--- src/rtl/video_timing_pkg.sv ---
// Video timing package: mode descriptor struct, standard CEA/VESA modes,
// mode-switch state encoding and (with VIDEO_TIMING_GEN_PATTERN_EN) the
// colour-bar palette.
package video_timing_pkg;

    localparam int VT_FIELD_W = 12;

    typedef struct packed {
        logic [VT_FIELD_W-1:0] HSYNC;
        logic [VT_FIELD_W-1:0] HBACK;
        logic [VT_FIELD_W-1:0] HACTIVE;
        logic [VT_FIELD_W-1:0] HFRONT;
        logic [VT_FIELD_W-1:0] VSYNC;
        logic [VT_FIELD_W-1:0] VBACK;
        logic [VT_FIELD_W-1:0] VACTIVE;
        logic [VT_FIELD_W-1:0] VFRONT;
        logic                  hpol;
        logic                  vpol;
    } video_timing_t;

    localparam video_timing_t VT_720P60 = '{
        HSYNC: 12'd40, HBACK: 12'd220, HACTIVE: 12'd1280, HFRONT: 12'd110,
        VSYNC: 12'd5,  VBACK: 12'd20,  VACTIVE: 12'd720,  VFRONT: 12'd5,
        hpol: 1'b1, vpol: 1'b1
    };

    localparam video_timing_t VT_1080P60 = '{
        HSYNC: 12'd44, HBACK: 12'd148, HACTIVE: 12'd1920, HFRONT: 12'd88,
        VSYNC: 12'd5,  VBACK: 12'd36,  VACTIVE: 12'd1080, VFRONT: 12'd4,
        hpol: 1'b1, vpol: 1'b1
    };

    localparam video_timing_t VT_1600X1200P60 = '{
        HSYNC: 12'd192, HBACK: 12'd304, HACTIVE: 12'd1600, HFRONT: 12'd64,
        VSYNC: 12'd3,   VBACK: 12'd46,  VACTIVE: 12'd1200, VFRONT: 12'd1,
        hpol: 1'b1, vpol: 1'b1
    };

    // Mode-switch tracker: steady, or holding a mode to apply at frame end.
    typedef enum logic {
        MS_STEADY,
        MS_PENDING
    } mode_state_e;

`ifdef VIDEO_TIMING_GEN_PATTERN_EN
    function automatic logic [23:0] bar_colour(input logic [2:0] idx);
        logic [23:0] c;
        c = 24'h000000;
        case (idx)
            3'd0: c = 24'hFFFFFF;
            3'd1: c = 24'hFFFF00;
            3'd2: c = 24'h00FFFF;
            3'd3: c = 24'h00FF00;
            3'd4: c = 24'hFF00FF;
            3'd5: c = 24'hFF0000;
            3'd6: c = 24'h0000FF;
            default: c = 24'h000000;
        endcase
        return c;
    endfunction
`endif

endpackage

--- src/rtl/video_timing_gen_if.sv ---
// Video timing bus: mode request/report plus registered raster outputs.
// video_data exists only when VIDEO_TIMING_GEN_PATTERN_EN is defined.
interface video_timing_gen_if #(
    parameter int COORD_WIDTH = 12,
    parameter int MODE_WIDTH  = 2
);
    logic [MODE_WIDTH-1:0]  mode_sel;
    logic [MODE_WIDTH-1:0]  mode_active;
    logic                   video_de;
    logic                   video_hsync;
    logic                   video_vsync;
    logic [COORD_WIDTH-1:0] video_x;
    logic [COORD_WIDTH-1:0] video_y;
    logic                   frame_start;
    logic                   line_start;
`ifdef VIDEO_TIMING_GEN_PATTERN_EN
    logic [23:0]            video_data;

    modport master (
        input  mode_sel,
        output mode_active, video_de, video_hsync, video_vsync,
        output video_x, video_y, frame_start, line_start, video_data
    );

    modport slave (
        output mode_sel,
        input  mode_active, video_de, video_hsync, video_vsync,
        input  video_x, video_y, frame_start, line_start, video_data
    );
`else
    modport master (
        input  mode_sel,
        output mode_active, video_de, video_hsync, video_vsync,
        output video_x, video_y, frame_start, line_start
    );

    modport slave (
        output mode_sel,
        input  mode_active, video_de, video_hsync, video_vsync,
        input  video_x, video_y, frame_start, line_start
    );
`endif
endinterface

--- src/rtl/video_timing_gen_axis_counter.sv ---
// One raster axis: counter over sync, back porch, active, front porch,
// with combinational region decode of the current count.
module video_axis_counter #(
    parameter int WIDTH = 12
) (
    input  logic             clock,
    input  logic             reset,
    input  logic             advance,
    input  logic [WIDTH-1:0] sync_len,
    input  logic [WIDTH-1:0] back_len,
    input  logic [WIDTH-1:0] active_len,
    input  logic [WIDTH-1:0] front_len,
    output logic [WIDTH-1:0] count,
    output logic             at_end,
    output logic             in_sync,
    output logic             in_active,
    output logic [WIDTH-1:0] coord
);
    logic [WIDTH-1:0] act_start;
    logic [WIDTH-1:0] last;

    assign act_start = sync_len + back_len;
    assign last      = sync_len + back_len + active_len + front_len - WIDTH'(1);

    // Position counter: steps on advance, wraps after the front porch.
    always_ff @(posedge clock) begin
        if (reset) begin
            count <= '0;
        end else if (advance) begin
            count <= at_end ? '0 : count + WIDTH'(1);
        end
    end

    // Region decode of the current position.
    always_comb begin
        at_end    = (count == last);
        in_sync   = (count < sync_len);
        in_active = (count >= act_start) && (count < act_start + active_len);
        coord     = in_active ? count - act_start : '0;
    end

endmodule

--- src/rtl/video_timing_gen.sv ---
// Multi-mode video timing generator. Mode changes are deferred to the
// frame boundary. Optional colour-bar source on video_data when
// VIDEO_TIMING_GEN_PATTERN_EN is defined.
module video_timing_gen
    import video_timing_pkg::*;
#(
    parameter int NUM_MODES   = 3,
    parameter int COORD_WIDTH = 12,
    parameter video_timing_t [NUM_MODES-1:0] MODES =
        {VT_1600X1200P60, VT_1080P60, VT_720P60},
    parameter int INIT_MODE   = 0
) (
    input logic                clock,
    input logic                reset,
    video_timing_gen_if.master vid
);
    localparam int MODE_W = (NUM_MODES > 1) ? $clog2(NUM_MODES) : 1;
    localparam logic [MODE_W-1:0] INIT_SEL = MODE_W'(INIT_MODE);
    localparam video_timing_t INIT_CFG = MODES[INIT_MODE];

    mode_state_e            ms, ms_next;
    logic [MODE_W-1:0]      cur_mode, mode_next;
    logic [MODE_W-1:0]      pend_mode, pend_next;
    video_timing_t          cfg;
    logic                   sel_valid;
    logic                   frame_wrap;
    logic                   de_now;
    logic [COORD_WIDTH-1:0] h_count, v_count, h_coord, v_coord;
    logic                   h_end, v_end, h_sync, v_sync, h_act, v_act;

    assign cfg        = MODES[cur_mode];
    assign frame_wrap = h_end & v_end;
    assign sel_valid  = (int'(vid.mode_sel) < NUM_MODES);
    assign de_now     = h_act & v_act;

    video_axis_counter #(.WIDTH(COORD_WIDTH)) u_h_axis (
        .clock      (clock),
        .reset      (reset),
        .advance    (1'b1),
        .sync_len   (COORD_WIDTH'(cfg.HSYNC)),
        .back_len   (COORD_WIDTH'(cfg.HBACK)),
        .active_len (COORD_WIDTH'(cfg.HACTIVE)),
        .front_len  (COORD_WIDTH'(cfg.HFRONT)),
        .count      (h_count),
        .at_end     (h_end),
        .in_sync    (h_sync),
        .in_active  (h_act),
        .coord      (h_coord)
    );

    video_axis_counter #(.WIDTH(COORD_WIDTH)) u_v_axis (
        .clock      (clock),
        .reset      (reset),
        .advance    (h_end),
        .sync_len   (COORD_WIDTH'(cfg.VSYNC)),
        .back_len   (COORD_WIDTH'(cfg.VBACK)),
        .active_len (COORD_WIDTH'(cfg.VACTIVE)),
        .front_len  (COORD_WIDTH'(cfg.VFRONT)),
        .count      (v_count),
        .at_end     (v_end),
        .in_sync    (v_sync),
        .in_active  (v_act),
        .coord      (v_coord)
    );

    // Mode-switch state, current mode and pending mode registers.
    always_ff @(posedge clock) begin
        if (reset) begin
            ms        <= MS_STEADY;
            cur_mode  <= INIT_SEL;
            pend_mode <= INIT_SEL;
        end else begin
            ms        <= ms_next;
            cur_mode  <= mode_next;
            pend_mode <= pend_next;
        end
    end

    // Apply a held mode at the frame wrap, then re-evaluate mode_sel against
    // the mode that will be in force next cycle, so a request arriving on
    // the wrap cycle itself waits for the following frame boundary.
    always_comb begin
        ms_next   = ms;
        mode_next = cur_mode;
        pend_next = pend_mode;
        if (ms == MS_PENDING && frame_wrap) begin
            mode_next = pend_mode;
            ms_next   = MS_STEADY;
        end
        if (sel_valid) begin
            if (vid.mode_sel != mode_next) begin
                ms_next   = MS_PENDING;
                pend_next = vid.mode_sel;
            end else begin
                ms_next   = MS_STEADY;
            end
        end
    end

    // Registered raster outputs, one cycle behind the counters.
    always_ff @(posedge clock) begin
        if (reset) begin
            vid.mode_active <= INIT_SEL;
            vid.video_de    <= 1'b0;
            vid.video_hsync <= ~INIT_CFG.hpol;
            vid.video_vsync <= ~INIT_CFG.vpol;
            vid.video_x     <= '0;
            vid.video_y     <= '0;
            vid.frame_start <= 1'b0;
            vid.line_start  <= 1'b0;
        end else begin
            vid.mode_active <= cur_mode;
            vid.video_de    <= de_now;
            vid.video_hsync <= h_sync ^ ~cfg.hpol;
            vid.video_vsync <= v_sync ^ ~cfg.vpol;
            vid.video_x     <= de_now ? h_coord : '0;
            vid.video_y     <= de_now ? v_coord : '0;
            vid.frame_start <= (h_count == '0) && (v_count == '0);
            vid.line_start  <= (h_count == '0);
        end
    end

`ifdef VIDEO_TIMING_GEN_PATTERN_EN
    logic [COORD_WIDTH-1:0] bar_w;
    logic [COORD_WIDTH-1:0] bar_pos;
    logic [2:0]             bar_idx;

    assign bar_w = COORD_WIDTH'(cfg.HACTIVE) >> 3;

    // Bar tracker; values describe the current h, cleared outside the
    // active span so each line restarts at bar 0. Bar 7 absorbs the rest.
    always_ff @(posedge clock) begin
        if (reset || !h_act) begin
            bar_pos <= '0;
            bar_idx <= '0;
        end else if (bar_idx != 3'd7 && bar_pos == bar_w - COORD_WIDTH'(1)) begin
            bar_pos <= '0;
            bar_idx <= bar_idx + 3'd1;
        end else begin
            bar_pos <= bar_pos + COORD_WIDTH'(1);
        end
    end

    // Registered pixel colour, aligned with video_de.
    always_ff @(posedge clock) begin
        if (reset) begin
            vid.video_data <= '0;
        end else begin
            vid.video_data <= de_now ? bar_colour(bar_idx) : '0;
        end
    end
`endif

endmodule
--- src/flat_wrapper.sv ---
// flat-port wrapper written by rule: the top's interface ports become plain ports
module video_timing_gen_flat import video_timing_pkg::*;
#(
    parameter int NUM_MODES   = 3,
    parameter int COORD_WIDTH = 12,
    parameter video_timing_t [NUM_MODES-1:0] MODES =
        {VT_1600X1200P60, VT_1080P60, VT_720P60},
    parameter int INIT_MODE   = 0
)
  (clock, reset, vid_mode_sel, vid_mode_active, vid_video_de, vid_video_hsync, vid_video_vsync, vid_video_x, vid_video_y, vid_frame_start, vid_line_start);
  video_timing_gen_if #(.COORD_WIDTH(COORD_WIDTH)) vid_i ();
  input logic clock;
  input logic reset;
  input wire logic [$bits(vid_i.mode_sel)-1:0] vid_mode_sel;
  output wire logic [$bits(vid_i.mode_active)-1:0] vid_mode_active;
  output wire logic [$bits(vid_i.video_de)-1:0] vid_video_de;
  output wire logic [$bits(vid_i.video_hsync)-1:0] vid_video_hsync;
  output wire logic [$bits(vid_i.video_vsync)-1:0] vid_video_vsync;
  output wire logic [$bits(vid_i.video_x)-1:0] vid_video_x;
  output wire logic [$bits(vid_i.video_y)-1:0] vid_video_y;
  output wire logic [$bits(vid_i.frame_start)-1:0] vid_frame_start;
  output wire logic [$bits(vid_i.line_start)-1:0] vid_line_start;
  assign vid_i.mode_sel = vid_mode_sel;
  assign vid_mode_active = vid_i.mode_active;
  assign vid_video_de = vid_i.video_de;
  assign vid_video_hsync = vid_i.video_hsync;
  assign vid_video_vsync = vid_i.video_vsync;
  assign vid_video_x = vid_i.video_x;
  assign vid_video_y = vid_i.video_y;
  assign vid_frame_start = vid_i.frame_start;
  assign vid_line_start = vid_i.line_start;
  video_timing_gen #(.NUM_MODES(NUM_MODES), .COORD_WIDTH(COORD_WIDTH), .MODES(MODES), .INIT_MODE(INIT_MODE)) u_core (.clock(clock), .reset(reset), .vid(vid_i));
endmodule
--- config.mk ---
export PLATFORM = sky130hd
export DESIGN_NAME = video_timing_gen_flat
export DESIGN_NICKNAME = d
export VERILOG_FILES = /design/src/rtl/video_timing_pkg.sv /design/src/rtl/video_timing_gen_if.sv /design/src/rtl/video_timing_gen_axis_counter.sv /design/src/rtl/video_timing_gen.sv /design/src/flat_wrapper.sv
export SDC_FILE = /design/constraint.sdc
export NUM_CORES = 1
export LEC_CHECK = 0
export CAP_MARGIN = 5
export CORE_UTILIZATION = 50
export DETAILED_ROUTE_END_ITERATION = 7
export GPL_TIMING_DRIVEN = 0
export PLACE_DENSITY = 0.72
export RECOVER_POWER = 25
export SYNTH_ARGS = -nofsm -noshare
export SYNTH_HDL_FRONTEND = slang
export SYNTH_HIERARCHICAL = 1
export SYNTH_SLANG_ARGS = --single-unit
--- constraint.sdc ---
create_clock -name clock -period 13.2 [get_ports clock]
set_input_delay 3.3 -clock clock [delete_from_list [all_inputs] [get_ports clock]]
set_output_delay 3.3 -clock clock [all_outputs]
set_load 0.005 [all_outputs]
==> results.txt, run 1 <==
design internal power - 0.000545 W
vias post-DR - 7,428
power density over the cells - 92.4 mW/mm^2
GR Overflow Total - 0
average wire per cell in the routed design - 13.7 um
most used cells in the layout excluding fill and tap cells - 158 x ha_1, 142 x inv_1, 91 x conb_1, 64 x xnor2_1, 61 x a21oi_1
total wirelength of the detailed-routed design - 19.2 mm
Final Critical Period - 7.60 ns
buffer type at the clock tree root - clkbuf_16
area used by multi-input combinational logic - 0.00693 mm^2
launching element type of the critical path - flop
crit path max-delay cell type - ha_1
most common cell after layout, fill and taps aside - ha_1
count of yosys warnings during synthesis - 6
startpoint of the lowest-slack register-to-register path - u_core/cur_mode[1]$_SDFF_PP0_
number of pins exceeding their max-slew limit in the final report - 0
number of buffers added for setup after CTS - 0
count of endpoints failing hold in the final timing report - 0
H-Tree Level Count - 3
combinational group share of total power - 53.0%
Seq. cell area - 0.00120 mm^2
Final Total Pwr - 0.000892 W
maximum number of buffers from clock root to sink - 2
cts-stage hold buffer count - 0
area post-placement - 0.00935 mm^2
initial antenna violation count - 0
sequential share of power - 20.8%
via count of the first global-routing pass - 6,894
Max rail drop VDD - 0.0663 mV
core area - 0.0165 mm^2
Final Cell Area - 0.00965 mm^2
critical-path maximum fanout - 17
combined global-route utilization of all metal layers - 23.1%
die boundary height - 132 um
path category of the worst min-delay check - reg2reg
highest cell delay on the worst timing path - 0.66 ns
Worst-Margin Slew - 0.740 ns
row count - 47
CP Capture Type - flop
P&R area growth vs syn - 14.8%
worst endpoint required time - 13.44 ns
Setup TNS - 0 ns
remaining max-slew budget at the tightest pin - 50.6%
gp weighted congestion - 0.842
setup-violating endpoint count in the final report - 0
number of enable flip-flop cells after synthesis - 0
largest net degree at the start of global routing - 18
Leakage - 4.71 nW
number of gates resized after cts - 0
fraction of registers with async set or reset after synthesis - 0%
Die Footprint - 0.0173 mm^2
worst setup skew after layout - 0.00803 ns
Sinks on Clock Net - 60
number of violations reported at the end of detailed-routing iteration 0 - 423
number of nets with antenna violations after routing - 0
I/O Buffers - 33
fraction of power consumed by the clock network - 26.2%
ratio of final minimum period to clock period - 57.5%
fill count - 1,499
status - complete, no violations
number of max-capacitance violations reported - 0
achievable clock frequency - 0.132 GHz
initial core utilization - 50.9%
most used cell along the critical path - ha_1
switching component of the power - 0.000346 W
Antenna diodes - 0
via count normalized by instance count - 5.29
netlist area before placement - 0.00841 mm^2
synthesized area per cell - 8.04 um^2
remaining design rule violation count - 0
Switching Share - 38.8%
number of synthesized register bits - 60
die span in x - 132 um
clock tree from TritonCTS - yes
beginning of the critical path - u_core/cur_mode[1]$_SDFF_PP0_
category of the critical setup timing path - reg2reg
setup repair after global routing missed its margin - no
number of optimization iterations in the first detailed-route pass - 5
count of different cell masters after synthesis - 73
CTS buffer count - 9
Worst Min Path Start - u_core/pend_mode[1]$_SDFFE_PP0P_
dominant synthesized flop cell - dfxtp_1
utilization after layout - 58.4%
global-route wire length before repair - 32.7 mm
ratio of cells with drive above 1 in the final layout - 4.73%
Worst-Skew Late Latency - 0.33 ns
arrival time of the worst setup path - 7.83 ns
I/O pin count - 35
DP HPWL - 15.5 mm
register clock-pin slew on the reported worst setup and hold paths - 0.06 ns
gate count of the mapped netlist - 1,046
sequential-to-total area share from yosys stat - 14.3%
final net count - 1,349
==> per-layer routing <==
metal,track usage [%],up-vias,routed length [um]
li1,-,3883,-
met4,5.56,0,173
met2,38.8,131,8860
met5,0,-,0
met3,3.01,10,694
met1,31.2,3404,9520
==> synth_stat cells (8+ instances only) <==
library cell	n	area, um^2
and2_1	33	206
nand2_1	46	173
inv_1	142	533
o21ai_0	38	190
nand2b_1	20	125
xor2_1	49	429
a211oi_2	11	138
a21o_1	35	263
o211ai_1	10	75.1
and3_1	11	68.8
a21oi_1	61	305
fa_1	8	160
clkbuf_1	9	33.8
nor2_1	53	199
dfxtp_1	60	1200
a211oi_1	10	75.1
o21a_1	12	90.1
nand3_1	23	115
nor2b_1	14	87.6
nand4_1	17	106
ha_1	158	1980
nor3_1	30	150
xnor2_1	64	561
nor4_1	9	56.3
==> cell families after synthesis <==
family	synth area share [%]
AO/OA/AOI/OAI	21.0
XOR/XNOR	12.1
adder cells (fa/ha/maj)	25.7
buffers and inverters	7.25
flip-flops	14.3
multiplexers	0.670
other	0.0893
AND/OR/NAND/NOR	18.9
==> final cells by class <==
type | instances | share of cell area, %
flip-flops and latches | 60 | 12.4
repair buffers | 33 | 3.42
multi-input cells | 918 | 71.8
well taps | 220 | 2.85
clock buffers | 9 | 2.33
plain buffers | 15 | 0.791
inverters | 142 | 5.52
clock inverters | 7 | 0.791
==> registers in the layout, indices dropped and copies added (netlist names) <==
signal,flops
u_core/ms,1
u_core/vid.mode_active,2
u_core/pend_mode,2
u_core/u_h_axis/count,12
u_core/vid.video_x,12
u_core/cur_mode,2
u_core/vid.video_de,1
u_core/vid.line_start,1
u_core/vid.video_hsync,1
u_core/u_v_axis/count,12
u_core/vid.frame_start,1
u_core/vid.video_y,12
u_core/vid.video_vsync,1
==> path summary, 6_finish.rpt <==
check | slack [ns] | depth (start not counted) | end
setup / recovery | 5.60 | 27 | u_core/u_v_axis/count[11]$_SDFFE_PP0P_
hold / removal | 0.55 | 2 | u_core/pend_mode[1]$_SDFFE_PP0P_
setup reg to reg | 5.60 | 27 | u_core/u_v_axis/count[11]$_SDFFE_PP0P_
hold reg to reg | 0.55 | 2 | u_core/pend_mode[1]$_SDFFE_PP0P_
==> critical path, delay by kind of cell, from the launching register on <==
kind,cells,cell delay (ns)
adders and majority gates,5,1.88
AOI/OAI and AO/OA,9,2.06
xor gates and xnor gates,2,0.41
DFF,1,0.37
buffers and inverters,3,0.95
and+or+nand+nor,8,1.82
==> power by group through the flow <==
stage | Sequential, W | Clock, W | Combinational, W
2_1_floorplan | 0.000189 | 0 | 0.000388
3_3_place_gp | 0.000189 | 0 | 0.000450
3_5_place_dp | 0.000189 | 0 | 0.000459
4_1_cts | 0.000186 | 0.000237 | 0.000461
5_1_grt | 0.000186 | 0.000246 | 0.000536
6_report | 0.000185 | 0.000233 | 0.000473
==> through the flow <==
step	instances	hold WS [ns]	setup slack [ns]
5_1_grt	1404	0.566	5.19
3_3_place_gp	1388	0.535	5.89
6_report	1404	0.548	5.60
4_1_cts	1404	0.549	5.68
2_1_floorplan	1135	0.500	7.19
3_5_place_dp	1388	0.538	5.76
(Power assumes the default switching activity.)
==> run 2, diff against run 1 <==
--- a/config.mk
+++ b/config.mk
@@ -9,7 +9,7 @@
 export CORE_UTILIZATION = 50
 export DETAILED_ROUTE_END_ITERATION = 7
 export GPL_TIMING_DRIVEN = 0
-export PLACE_DENSITY = 0.72
+export PLACE_DENSITY = 0.74
 export RECOVER_POWER = 25
 export SYNTH_ARGS = -nofsm -noshare
 export SYNTH_HDL_FRONTEND = slang
==> constraint.sdc (replaced) <==
create_clock -name clock -period 6.83 [get_ports clock]
set_input_delay 1.7075 -clock clock [delete_from_list [all_inputs] [get_ports clock]]
set_output_delay 1.7075 -clock clock [all_outputs]
set_load 0.005 [all_outputs]
==> run 2 against run 1 <==
Effect of this change: flip-flop and latch count unchanged; clock power is 93% higher; sequential power rose by 94%; design area grew 2.1%; worst setup slack worse by 5.2 ns; fmax up 17%; sequential share of layout area decreased by 0.18 points; highest routed layer unchanged.
==> results.txt, run 2 (synthesized netlist as in run 1, its figures left out) <==
Critical path buffers and inverters - 3 (unchanged)
worst setup skew after layout - 0.00400 ns (-0.00403 ns)
Final Total Pwr - 0.00176 W (+97%)
most common cell after layout, fill and taps aside - ha_1
Final Critical Period - 6.46 ns (-1.13 ns)
combined global-route utilization of all metal layers - 23.5% (+0.32 points)
worst r2r path cells - 27 (unchanged)
row count - 47 (unchanged)
Worst-Margin Slew - 0.622 ns (-0.118 ns)
Sinks on Clock Net - 60 (unchanged)
hold worst-path end - u_core/pend_mode[1]$_SDFFE_PP0P_
Die Footprint - 0.0173 mm^2 (unchanged)
number of max-capacitance violations reported - 0 (unchanged)
vias post-DR - 7,488 (+0.81%)
buffer type at the clock tree root - clkbuf_16
die boundary height - 132 um (unchanged)
# placed instances - 1,388 (unchanged)
via count of the first global-routing pass - 7,094 (+2.9%)
die span in x - 132 um (unchanged)
number of nets with antenna violations after routing - 0 (unchanged)
reg-to-reg slack, setup - 0.37 ns (-5.24 ns)
largest net degree at the start of global routing - 15 (-3)
count of endpoints failing hold in the final timing report - 0 (unchanged)
depth of the worst hold-timing path - 2 (unchanged)
Worst-Skew Late Latency - 0.33 ns (about the same)
startpoint of the lowest-slack register-to-register path - u_core/cur_mode[1]$_SDFF_PP0_
clock tree from TritonCTS - yes
number of violations reported at the end of detailed-routing iteration 0 - 378 (-11%)
Leakage - 4.77 nW (+1.3%)
remaining max-slew budget at the tightest pin - 58.5% (+7.9 points)
crit path max-delay cell type - dfxtp_4
remaining design rule violation count - 0 (unchanged)
H-Tree Level Count - 3 (unchanged)
non-filler cells in the finished layout - 1,412 (+0.57%)
final net count - 1,358 (+0.67%)
status - complete, no violations
I/O Buffers - 33 (unchanged)
via count normalized by instance count - 5.30 (+0.24%)
P&R area growth vs syn - 17.2%
critical-path maximum fanout - 8 (-9)
Antenna diodes - 0 (unchanged)
initial core utilization - 50.9% (unchanged)
capture point of the worst reg-to-reg path - u_core/u_v_axis/count[11]$_SDFFE_PP0P_
category of the critical setup timing path - reg2reg
highest cell delay on the worst timing path - 0.40 ns (-0.26 ns)
family with the most delay on the worst path - compound AO/OA/AOI/OAI gates
Worst Min Path Start - u_core/pend_mode[1]$_SDFFE_PP0P_
number of pins exceeding their max-slew limit in the final report - 0 (unchanged)
DP HPWL - 15.5 mm (-0.40%)
cts-stage hold buffer count - 0 (unchanged)
power density over the cells - 179 mW/mm^2 (+93%)
CP Capture Type - flop
register clock-pin slew on the reported worst setup and hold paths - 0.05 ns (about the same)
maximum number of buffers from clock root to sink - 2 (unchanged)
average wire per cell in the routed design - 14.0 um (+2.2%)
ratio of final minimum period to clock period - 94.7% (+37 points)
ratio of cells with drive above 1 in the final layout - 7.30% (+2.6 points)
Setup TNS - 0 ns (unchanged)
core area - 0.0165 mm^2 (unchanged)
gp weighted congestion - 0.841 (-0.11%)
worst endpoint required time - 7.07 ns (-6.37 ns)
CTS buffer count - 9 (unchanged)
path category of the worst min-delay check - reg2reg
I/O pin count - 35 (unchanged)
most used cell along the critical path - ha_1
setup-violating endpoint count in the final report - 0 (unchanged)
total wirelength of the detailed-routed design - 19.8 mm (+2.7%)
most used cells in the layout excluding fill and tap cells - 153 x ha_1, 139 x inv_1, 91 x conb_1, 64 x xnor2_1, 61 x a21oi_1
GR Overflow Total - 0 (unchanged)
achievable clock frequency - 0.155 GHz (+17%)
global-route wire length before repair - 33.2 mm (+1.7%)
number of optimization iterations in the first detailed-route pass - 4 (-1)
Max rail drop VDD - 0.125 mV (+88%)
launching element type of the critical path - flop
arrival time of the worst setup path - 6.71 ns (-1.12 ns)
initial antenna violation count - 0 (unchanged)
run 2: per-layer routing:
metal | vias to the layer above | share of wire, % | global-route usage (%) | wire length, um
met3 | 14 | 2.8 | 3.24 | 550
li1 | 3899 | - | - | -
met1 | 3461 | 50 | 31.1 | 9800
met2 | 114 | 47 | 39.7 | 9210
met4 | 0 | 1.1 | 6.01 | 215
met5 | - | 0 | 0 | 0
run 2: worst max path at each step:
stage / startpoint / to / slack [ns] / cells after the start
2_1_floorplan: u_core/cur_mode[1]$_SDFF_PP0_ / u_core/u_v_axis/count[11]$_SDFFE_PP0P_ / 0.82 / 27
3_3_place_gp: u_core/cur_mode[1]$_SDFF_PP0_ / u_core/u_v_axis/count[11]$_SDFFE_PP0P_ / -0.51 / 27
4_1_cts: u_core/cur_mode[0]$_SDFF_PP0_ / u_core/u_v_axis/count[11]$_SDFFE_PP0P_ / 0.04 / 27
6_report: u_core/cur_mode[1]$_SDFF_PP0_ / u_core/u_v_axis/count[11]$_SDFFE_PP0P_ / 0.37 / 27
5_1_grt: u_core/cur_mode[0]$_SDFF_PP0_ / u_core/u_v_axis/count[11]$_SDFFE_PP0P_ / -0.004 / 27
3_5_place_dp: u_core/cur_mode[1]$_SDFF_PP0_ / u_core/u_v_axis/count[10]$_SDFFE_PP0P_ / -0.59 / 27
run 2: stage by stage:
stage | setup WS, ns | cell area [um^2] | util, % | hold slack, ns
after global placement | -0.514 | 9350 | 56.6 | 0.536
final | 0.365 | 9850 | 59.6 | 0.556
after detailed placement | -0.591 | 9350 | 56.6 | 0.541
after global routing | -0.00449 | 9850 | 59.6 | 0.589
after CTS | 0.0378 | 9680 | 58.6 | 0.546
after floorplan | 0.822 | 8740 | - | 0.500
run 2: final cells by class:
cell class                 instances  area (um^2)
buffer                            15         80.1
clock buffer                      10          239
clock inverter                     5         52.6
fill                            1483         6670
inverter                         142          544
multi-input combinational        918         7050
sequential                        60         1210
tap                              220          275
timing repair buffer              42          402
run 2: power by group:
part / total [W] / internal, W / switching [W]
registers: 0.000358 / 0.000354 / 0.00000372
clock network: 0.000449 / 0.000288 / 0.000161
logic: 0.000954 / 0.000425 / 0.000528
run 2: worst register-to-register path, delay by kind of cell (launching register included):
kind | cells | cell delay [ns]
compound gates | 9 | 1.98
flops | 1 | 0.40
simple gates | 8 | 1.67
buf+inv | 3 | 0.42
xor+xnor | 2 | 0.43
fa+ha+maj | 5 | 1.50
run 2: timing repair:
action / CTS / global route
setup endpoints to repair: 13 / 10
setup buffers: 2 / 7
pin swaps: 0 / 5
resized for setup: 8 / 27
hold endpoints to repair: 0 / 0
==> run 3, diff against run 2 <==
--- a/config.mk
+++ b/config.mk
@@ -11,6 +11,7 @@
 export GPL_TIMING_DRIVEN = 0
 export PLACE_DENSITY = 0.74
 export RECOVER_POWER = 25
+export SKIP_CTS_REPAIR_TIMING = 1
 export SYNTH_ARGS = -nofsm -noshare
 export SYNTH_HDL_FRONTEND = slang
 export SYNTH_HIERARCHICAL = 1
==> run 3 against run 2 <==
Effect of this change: clock skew is essentially flat; global-route usage shrank 0.074 points; die area is the same; core utilization shrank 0.061 points; critical endpoint unchanged; critical path depth is the same; largest power group unchanged; clock-buffer cell count is the same; first-iteration DRC count grew 14%; final cell count is the same; flip-flop and latch count is the same.
==> results.txt, run 3 (synthesized netlist as in run 1, its figures left out) <==
remaining max-slew budget at the tightest pin - 58.3% (-0.26 points)
vias post-DR - 7,493 (+0.067%)
P&R area growth vs syn - 17.1%
most common cell after layout, fill and taps aside - ha_1
highest cell delay on the worst timing path - 0.40 ns (about the same)
area post-placement - 0.00935 mm^2 (unchanged)
I/O pin count - 35 (unchanged)
ratio of final minimum period to clock period - 95.9% (+1.2 points)
launching element type of the critical path - flop
register clock-pin slew on the reported worst setup and hold paths - 0.05 ns (about the same)
remaining design rule violation count - 0 (unchanged)
final net count - 1,358 (unchanged)
family with the most delay on the worst path - compound AO/OA/AOI/OAI gates
initial antenna violation count - 0 (unchanged)
fraction of power consumed by the clock network - 25.4% (about the same)
Final Cell Area - 0.00984 mm^2 (-0.10%)
gp weighted congestion - 0.841 (unchanged)
crit path max-delay cell type - dfxtp_4
switching component of the power - 0.000695 W (+0.21%)
number of pins exceeding their max-slew limit in the final report - 0 (unchanged)
via count normalized by instance count - 5.31 (about the same)
Die Footprint - 0.0173 mm^2 (unchanged)
die boundary height - 132 um (unchanged)
initial core utilization - 50.9% (unchanged)
Worst-Margin Slew - 0.626 ns (+0.00390 ns)
combined global-route utilization of all metal layers - 23.4% (-0.074 points)
die span in x - 132 um (unchanged)
status - complete, no violations
combinational group share of total power - 54.3% (about the same)
largest net degree at the start of global routing - 18 (+3)
fill count - 1,486 (+0.20%)
Worst-Skew Late Latency - 0.33 ns (about the same)
Final Total Pwr - 0.00176 W (+0.16%)
worst setup skew after layout - 0.00410 ns (+0.0000931 ns)
area used by multi-input combinational logic - 0.00705 mm^2 (about the same)
H-Tree Level Count - 3 (unchanged)
sequential share of power - 20.3% (about the same)
Antenna diodes - 0 (unchanged)
count of endpoints failing hold in the final timing report - 0 (unchanged)
Leakage - 4.77 nW (about the same)
via count of the first global-routing pass - 7,079 (-0.21%)
total wirelength of the detailed-routed design - 19.8 mm (+0.29%)
number of max-capacitance violations reported - 0 (unchanged)
number of nets with antenna violations after routing - 0 (unchanged)
core area - 0.0165 mm^2 (unchanged)
Seq. cell area - 0.00121 mm^2 (-0.21%)
worst endpoint required time - 7.08 ns (about the same)
average wire per cell in the routed design - 14.0 um (+0.29%)
setup-violating endpoint count in the final report - 0 (unchanged)
utilization after layout - 59.6% (-0.061 points)
global-route wire length before repair - 33.1 mm (-0.31%)
most used cells in the layout excluding fill and tap cells - 154 x ha_1, 140 x inv_1, 91 x conb_1, 64 x xnor2_1, 60 x a21oi_1
maximum number of buffers from clock root to sink - 2 (unchanged)
Critical path buffers and inverters - 3 (unchanged)
I/O Buffers - 33 (unchanged)
design internal power - 0.00107 W (+0.12%)
number of optimization iterations in the first detailed-route pass - 7 (+3)
Final Critical Period - 6.55 ns (+0.0851 ns)
ratio of cells with drive above 1 in the final layout - 7.30% (unchanged)
Switching Share - 39.4% (about the same)
critical-path maximum fanout - 8 (unchanged)
DP HPWL - 15.5 mm (unchanged)
path category of the worst min-delay check - reg2reg
number of violations reported at the end of detailed-routing iteration 0 - 432 (+14%)
most used cell along the critical path - ha_1
category of the critical setup timing path - reg2reg
GR Overflow Total - 0 (unchanged)
row count - 47 (unchanged)
buffer type at the clock tree root - clkbuf_16
setup repair after global routing missed its margin - yes
WHS - 0.558 ns (+0.00156 ns)
Sinks on Clock Net - 60 (unchanged)
arrival time of the worst setup path - 6.80 ns (+0.09 ns)
clock tree from TritonCTS - yes
CP Capture Type - flop
power density over the cells - 179 mW/mm^2 (+0.26%)
Max rail drop VDD - 0.126 mV (+0.89%)
achievable clock frequency - 0.153 GHz (-1.3%)
CTS buffer count - 9 (unchanged)
-- run 3: routing by layer --
metal	GRT usage [%]	share of wire (%)	vias to the layer above
met1	31.1	49	3449
li1	-	-	3900
met3	3.24	3.5	21
met2	39.5	46	123
met4	6.01	1.2	0
met5	0	0	-
-- run 3: cell type report --
type,count,share of cell area (%)
Inverter,142,5.49
Tap cell,220,2.80
Buffer,15,0.814
Clock inverter,5,0.534
Sequential cell,60,12.3
Clock buffer,10,2.43
Timing Repair Buffer,42,4.08
Multi-Input combinational cell,918,71.6
-- run 3: power by group through the flow --
stage                     registers [W]  clock network (W)  logic [W]
after floorplan                0.000365                  0   0.000751
after global placement         0.000366                  0   0.000869
after detailed placement       0.000366                  0   0.000892
after CTS                      0.000359           0.000454   0.000899
after global routing           0.000359           0.000471    0.00107
final                          0.000358           0.000448   0.000957
-- run 3: final timing paths --
kind,slack (ns),cells past startpoint,from,to
worst min register to register,0.56,2,u_core/pend_mode[0]$_SDFFE_PP0P_,u_core/pend_mode[0]$_SDFFE_PP0P_
worst min-delay path,0.56,2,u_core/pend_mode[0]$_SDFFE_PP0P_,u_core/pend_mode[0]$_SDFFE_PP0P_
worst max register to register,0.28,27,u_core/cur_mode[1]$_SDFF_PP0_,u_core/u_v_axis/count[11]$_SDFFE_PP0P_
worst max-delay path,0.28,27,u_core/cur_mode[1]$_SDFF_PP0_,u_core/u_v_axis/count[11]$_SDFFE_PP0P_
-- run 3: per-stage QoR --
stage | setup TNS [ns] | worst slack (ns) | std cells
final | 0 | 0.280 | 1412
after global routing | -0.172 | -0.0567 | 1412
after global placement | -2.28 | -0.514 | 1388
after CTS | -4.34 | -0.692 | 1403
after detailed placement | -3.49 | -0.591 | 1388
after floorplan | 0 | 0.822 | 1135
-- run 3: worst register-to-register path, delay by kind of cell, from the launching register on --
kind,cells,cell delay (ns)
flip-flops,1,0.40
AND/OR/NAND/NOR,8,1.64
buffers and inverters,3,0.45
XOR/XNOR,2,0.44
adder cells (fa/ha/maj),5,1.57
AO/OA/AOI/OAI,9,1.98
